[src/rtl/core_pkg.sv]
// core_pkg: types and constants shared by the front-end pipeline blocks.
//   instr_t   - one 32-bit instruction word
//   NOP_INSTR - canonical no-op (addi x0,x0,0), used by decode for bubbles
package core_pkg;

  typedef logic [31:0] instr_t;

  localparam instr_t NOP_INSTR = 32'h0000_0013;

endpackage : core_pkg

[src/rtl/instruction_buffer.sv]
// instruction_buffer: circular queue between fetch and decode.
//   Accepts 0-2 instructions per cycle (A older than B) and presents the two
//   oldest entries to decode as show-ahead outputs. Decode retires 0-2 per
//   cycle. A branch redirect (flush) empties the queue.
// Ports:
//   clk, reset             - clock, synchronous active-high reset
//   flush                  - branch redirect, empties the buffer
//   instructionA/B(_valid) - fetched instructions, A is older
//   stall                  - fewer than 2 free entries (from registered count)
//   decodeA/B(_valid)      - head and head+1 entries, zero when invalid
//   deqCount               - entries consumed by decode (3 behaves as 2)
module instruction_buffer
  import core_pkg::*;
#(
  parameter int DEPTH = 8
) (
  input  logic        clk,
  input  logic        reset,
  input  logic        flush,
  input  instr_t      instructionA,
  input  instr_t      instructionB,
  input  logic        instructionA_valid,
  input  logic        instructionB_valid,
  output logic        stall,
  output instr_t      decodeA,
  output instr_t      decodeB,
  output logic        decodeA_valid,
  output logic        decodeB_valid,
  input  logic [1:0]  deqCount
);

  localparam int PW = $clog2(DEPTH);

  instr_t          mem_q [DEPTH];
  logic [PW-1:0]   head_q, head_d;
  logic [PW-1:0]   tail_q, tail_d;
  logic [PW:0]     count_q, count_d;

  logic [1:0]      enq;
  logic [1:0]      deq_req;
  logic [1:0]      deq;
  logic [1:0]      enq_eff;
  logic [PW:0]     space;
  instr_t          first_data;
  logic [PW-1:0]   head_p1;
  logic [PW-1:0]   tail_p1;

  always_comb begin
    enq     = {1'b0, instructionA_valid} + {1'b0, instructionB_valid};
    deq_req = (deqCount == 2'd3) ? 2'd2 : deqCount;
    // Never retire more than is held; count_q is below 2 here, so it fits.
    deq     = (count_q < (PW+1)'(deq_req)) ? count_q[1:0] : deq_req;
    // Free slots after this cycle's dequeue; younger words beyond it are dropped.
    space   = (PW+1)'(DEPTH) - count_q + (PW+1)'(deq);
    enq_eff = ((PW+1)'(enq) > space) ? space[1:0] : enq;

    head_d  = head_q + PW'(deq);
    tail_d  = tail_q + PW'(enq_eff);
    count_d = count_q + (PW+1)'(enq_eff) - (PW+1)'(deq);

    // The first free slot takes A when present, otherwise B.
    first_data = instructionA_valid ? instructionA : instructionB;
    head_p1    = head_q + PW'(1);
    tail_p1    = tail_q + PW'(1);
  end

  always_ff @(posedge clk) begin
    if (reset || flush) begin
      head_q  <= '0;
      tail_q  <= '0;
      count_q <= '0;
    end else begin
      head_q  <= head_d;
      tail_q  <= tail_d;
      count_q <= count_d;
    end
  end

  // Entry storage needs no reset: validity is tracked entirely by count_q.
  always_ff @(posedge clk) begin
    if (!reset && !flush) begin
      if (enq_eff != 2'd0) mem_q[tail_q]  <= first_data;
      if (enq_eff == 2'd2) mem_q[tail_p1] <= instructionB;
    end
  end

  assign stall         = (count_q > (PW+1)'(DEPTH - 2));
  assign decodeA_valid = (count_q != '0) && !flush;
  assign decodeB_valid = (count_q >= (PW+1)'(2)) && !flush;
  assign decodeA       = decodeA_valid ? mem_q[head_q]  : '0;
  assign decodeB       = decodeB_valid ? mem_q[head_p1] : '0;

endmodule : instruction_buffer

[config.mk]
export PLATFORM = sky130hd
export DESIGN_NAME = instruction_buffer
export DESIGN_NICKNAME = d
export VERILOG_FILES = /design/src/rtl/core_pkg.sv /design/src/rtl/instruction_buffer.sv
export SDC_FILE = /design/constraint.sdc
export NUM_CORES = 1
export LEC_CHECK = 0
export ABC_AREA = 1
export BUFFER_PORTS_ARGS = -buffer_cell sky130_fd_sc_hd__buf_2
export CAP_MARGIN = 20
export CORE_UTILIZATION = 55
export CTS_BUF_LIST = sky130_fd_sc_hd__clkbuf_16
export DETAILED_ROUTE_END_ITERATION = 8
export PLACE_DENSITY = 0.73
export SYNTH_ARGS = -nofsm -noshare
export SYNTH_HDL_FRONTEND = slang
export SYNTH_SLANG_ARGS = --single-unit
export TNS_END_PERCENT = 30
[constraint.sdc]
create_clock -name clk -period 5.6 [get_ports clk]
set_clock_uncertainty 0.1 [all_clocks]
set_input_delay 0.56 -clock clk [delete_from_list [all_inputs] [get_ports clk]]
set_output_delay 0.56 -clock clk [all_outputs]
set_load 0.02 [all_outputs]
# == Yosys cells after proc, flatten, opt, wreduce, memory -nomap -nowiden ==
# Memories as Yosys holds them, arrays and structs flattened. A register that Yosys moved wholly into a read port is not among the register bits.
# Index checks and enable logic that the tools add are counted.
# word_totals
reg_bits,10
output_inout_bits,67
ram_bits,256
inputBits,71
word_cells,40
n_memories,1
# classes
eq_ne,2
n_reduce_logical,8
magnitude_cmp,4
n_addsub,9
mux,13
# mem_list
name,depth,word_bits,rd,rd_ports_with_merged_regs,wr,line_no,rtl
mem_q,8,32,2,1,2,instruction_buffer.sv:34,instr_t mem_q [DEPTH];
# ops
operator,count
$mux 32,3
$add 4x2->4,2
$add 3x1->3 const B,2
$add 3x2->3,2
$mux 1,6
$mux 2,3
$eq 2x2->1 const B,2
$ge 4x2->1 const B,1
$gt 2x4->1,1
$gt 4x3->1 const B,1
$lt 4x2->1,1
$reduce_bool 4->1,1
$sub 4x2->4,1
$sub 4x4->4 const A,1
$logic_and 1x1->1,3
$mux 3,1
$add 1x1->2,1
$logic_not 1->1,2
$reduce_bool 2->1,1
$logic_or 1x1->1,1

# == Logic depth before layout (Yosys ltp) ==
# depth
depth_word,11
depth_mapped,23

# == Least setup slack after synthesis ==
# OpenSTA, ideal clock, no wires.
# synth_path
kind,input -> register
from,input deqCount[1]
to,register count_q[3]
path_stages,21
path_slack_ps,1006
path_buffers,0
t_arrival_ps,4424
setup_time_ps,70
cell_sequence,inv_1 ha_1 o31ai_1 nand3b_1 o21ai_0 inv_1 fa_1 ha_1 a21oi_1 nor2_4 nand2_1 nand2_1 nand2_4 inv_1 fa_1 inv_1 ha_1 a21o_1 a21oi_1 o21ai_0 a21oi_1
# synth_between
elab_chain_cells,9
# synth_lines
item,line_no,rtl
start: declaration,instruction_buffer.sv:29,input logic [1:0] deqCount
$eq 2x2->1,instruction_buffer.sv:50,deq_req = (deqCount == 2'd3) ? 2'd2 : deqCount;
$mux 2 *,instruction_buffer.sv:50,
$lt 4x2->1,instruction_buffer.sv:52,deq = (count_q < (PW+1)'(deq_req)) ? count_q[1:0] : deq_req;
$mux 2 *,instruction_buffer.sv:52,
$add 4x2->4,instruction_buffer.sv:54,space = (PW+1)'(DEPTH) - count_q + (PW+1)'(deq);
$gt 2x4->1,instruction_buffer.sv:55,enq_eff = ((PW+1)'(enq) > space) ? space[1:0] : enq;
$mux 2,instruction_buffer.sv:55,
$add 4x2->4,instruction_buffer.sv:59,count_d = count_q + (PW+1)'(enq_eff) - (PW+1)'(deq);
$sub 4x2->4 *,instruction_buffer.sv:59,
end signal: assignment,instruction_buffer.sv:75,count_q <= count_d;
end: declaration,instruction_buffer.sv:37,"logic [PW:0] count_q, count_d;"
# Every way passes the cells marked *; elsewhere a longest branch is shown, timed or not.
# A chain may end at the register's enable or synchronous reset.

# == Worst setup path in the final report ==
# layout_path
from,register count_q[1]
to,register count_q[3]
# layout_between
elab_chain_cells,7
word_cells_on_any_way,8
cone_classes,4 x add/sub; 2 x order compare; 2 x mux
# layout_lines
item,line_no
$lt 4x2->1,instruction_buffer.sv:52
$mux 2,instruction_buffer.sv:52
$add 4x2->4,instruction_buffer.sv:54
$gt 2x4->1,instruction_buffer.sv:55
$mux 2,instruction_buffer.sv:55
$add 4x2->4,instruction_buffer.sv:59
$sub 4x2->4 *,instruction_buffer.sv:59
# Marked as above.

==> flow_summary.toml <==
[setup_path]
worstSetupPathType = "reg -> reg"
max_stage_delay_ns = 0.51
startpoint_type = "flop"
cp.required_ns = 5.98
cpMaxStageDelayCell = "fa_1"
cp_max_fo = 9
end_kind = "flop"
path_common_cell = "ha_1"
cp_cell_sequence = "ha_1, o31ai_1, nand3b_1, o21ai_0, o21ai_0, ha_1, fa_1, ha_1, a21oi_1, nor2_4, nand2_1, nand2_1, nand2_4, inv_1, fa_1, inv_1, ha_1, a21o_1, a21oi_1, o21ai_0, a21oi_1"
cp.arrival_ns = 5.15
regToRegSetupSlack_ns = 0.83

[synthesis]
yosysTopAreaCell = "edfxtp_1"
ys.flop_type = "edfxtp_1"
synth_cell_types = 39
ys_top_cells_by_count = "nand2_1, o21ai_0, nand3_1"
seq_area_frac_synth_pct = 44.66
yosys-top-cells-area = "edfxtp_1, nand2_1, o21ai_0"
syn_area_per_cell_um2 = 7.774
synth_edf_count = 256
yosysMostFrequentCell = "nand2_1"
synth_nets = 2364
yosys_warnings = 0
synth_top_area_share_pct = 43.52
async_flop_share_pct = 0
syn_area_um2 = 17660
synth_seq_cells = 266
syn_inst = 2272

[layout]
final_nets = 2359
fin_cells = 2690
area_growth_pct = 9.039
drive_gt1_share_pct = 13.24
diodes = 0

[clock_network]
clock_path_buffers = 3
postCtsSetupRepairBufs = 0
post_cts_resize_count = 0
hold_buffers = 0
clkLatencyLatePin_ns = 0.55
h-tree-depth = 1
cts_tree = "done"
numClockSinks = 266
cts_made_buffers = 29
clock-root-buffer = "clkbuf_16"
clk_pin_slew_worst_paths_ns = 0.06

[detailed_routing]
drc = 0
wl_per_cell_um = 21.83
wirelength_mm = 58.72
vias_per_cell = 6.357
num_vias = 17100
ant_nets = 0
first_pass_iters = 7
drt_iter0_drc = 2377

[sta]
worst_slew_pin_slew_ns = 1.123
finalSetupTns_ns = 0
setup_viol = 0
slew_headroom_pct = 25.13
min_period_ns = 4.768
finalMaxSlewViolations = 0
fin_crit_sh_pct = 85.15
rsz0062_at_grt = "no"
max_freq_ghz = 0.2097
hold_viol_final = 0

[run]
drv_cap = 0

[outcome]
status = "finished clean"

[global_routing]
grt_antenna_before_repair = 1
grt_pass1_vias = 16221
grt_pass1_wl_mm = 90.09
gr-total-overflow = 0
grt_max_degree = 237
grt_use_total_pct = 35.51

[placed_design]
gp_congestion = 0.8313
dpl.hpwl_mm = 31.18
dp.cells = 2635
io_buffers = 137

[floorplan]
floorplan.initialDensity_pct = 55.98
io_pins = 138
fp-row-count = 65
core_area_um2 = 31560
fp.dieW_um = 181.2
die_h_um = 181.2
dieArea_um2 = 32840

[power_and_ir_drop]
total_leakage_power_nw = 8.052
vdd_drop_max_mv = 0.3056
power.density_nw_per_um2 = 424.2

[worst_hold_path]
hold_path_class = "in -> reg"
[flip-flops by register name, summed over array words and instances (netlist names)]
register and flops:
count_q 4, head_q 3, mem_q 256, tail_q 3
[layer usage]
metal / up-vias / part of all wire, % / track usage, %
li1: 7796 / - / -
met1: 7835 / 37 / 46.69
met2: 1252 / 45 / 57.63
met3: 217 / 14 / 6.269
met4: 0 / 4.1 / 15.46
met5: - / 0 / 0
[path summary, 6_finish.rpt]
kind,cells past startpoint,start,end
setup / recovery,21,count_q[1]$_SDFF_PP0_,count_q[3]$_SDFF_PP0_
hold / removal,3,instructionB[19],mem_q[3][19]$_DFFE_PP_
setup reg to reg,21,count_q[1]$_SDFF_PP0_,count_q[3]$_SDFF_PP0_
hold reg to reg,2,head_q[2]$_SDFF_PP0_,head_q[2]$_SDFF_PP0_
[where the power goes]
group | switching, mW | internal [mW]
logic | 2.66 | 1.05
registers | 0.170 | 2.41
clock network | 0.802 | 1.07
[final cells by class]
| type | instances | area (µm²) |
|---|---|---|
| clock inverters | 23 | 178.9 |
| fillers | 2728 | 12300 |
| inverters | 132 | 503.0 |
| clock buffers | 29 | 725.7 |
| flip-flops and latches | 266 | 7895 |
| multi-input cells | 1656 | 8263 |
| well taps | 402 | 503.0 |
| repair buffers | 182 | 1191 |
[logic make-up after synthesis]
family          count (synthesis)  share of synthesized area, %
flops                         266                         44.66
buf+inv                       350                         9.053
compound gates                583                         17.35
fa+ha+maj                      21                         1.700
mux                            32                         2.040
xor+xnor                        5                        0.2905
simple gates                 1015                         24.91
[layout by cell type (no fill, tap or decap), types with 2 or more instances in the layout]
| cell type | instances |
|---|---|
| nand2_1 | 566 |
| o21ai_0 | 274 |
| nand3_1 | 262 |
| edfxtp_1 | 256 |
| a21oi_1 | 222 |
| buf_2 | 137 |
| inv_1 | 128 |
| nor2_1 | 114 |
| nor3_1 | 40 |
| buf_4 | 34 |
| a31oi_1 | 32 |
| o211ai_1 | 31 |
| mux2_2 | 31 |
| clkbuf_16 | 29 |
| o21ai_1 | 16 |
| ha_1 | 15 |
| nand2_2 | 10 |
| nor2_4 | 9 |
| nand4_4 | 8 |
| clkinv_2 | 8 |
| dfxtp_1 | 8 |
| inv_2 | 7 |
| clkinv_1 | 7 |
| buf_12 | 7 |
| fa_1 | 5 |
| buf_16 | 4 |
| bufinv_16 | 3 |
| xnor2_2 | 2 |
| o21ai_2 | 2 |
| o32ai_1 | 2 |
| o221a_2 | 2 |
| xnor2_1 | 2 |
| nand3_2 | 2 |
| dfxtp_4 | 2 |
[stage by stage]
step           setup slack [ns]  hold slack, ns  util, %  instance area (µm²)  total power [mW]
6_report                 0.8318          0.3308    61.03                19260             8.169
5_1_grt                  0.4649          0.3303    61.03                19260             8.564
4_1_cts                  0.8408          0.3168    60.77                19180             8.008
3_5_place_dp             0.5872          0.5367    57.91                18270             6.159
3_3_place_gp             0.7003          0.5196    57.82                18250             6.033
2_1_floorplan             1.006          0.4481        -                17660             5.090
[worst max-delay path: cells and delay by family (launching register included)]
kind / cells / cell delay, ns
fa+ha+maj: 6 / 2.15
buf+inv: 2 / 0.19
flops: 1 / 0.44
simple gates: 5 / 0.67
compound gates: 8 / 1.15
Power figures use the tool's default switching activity.
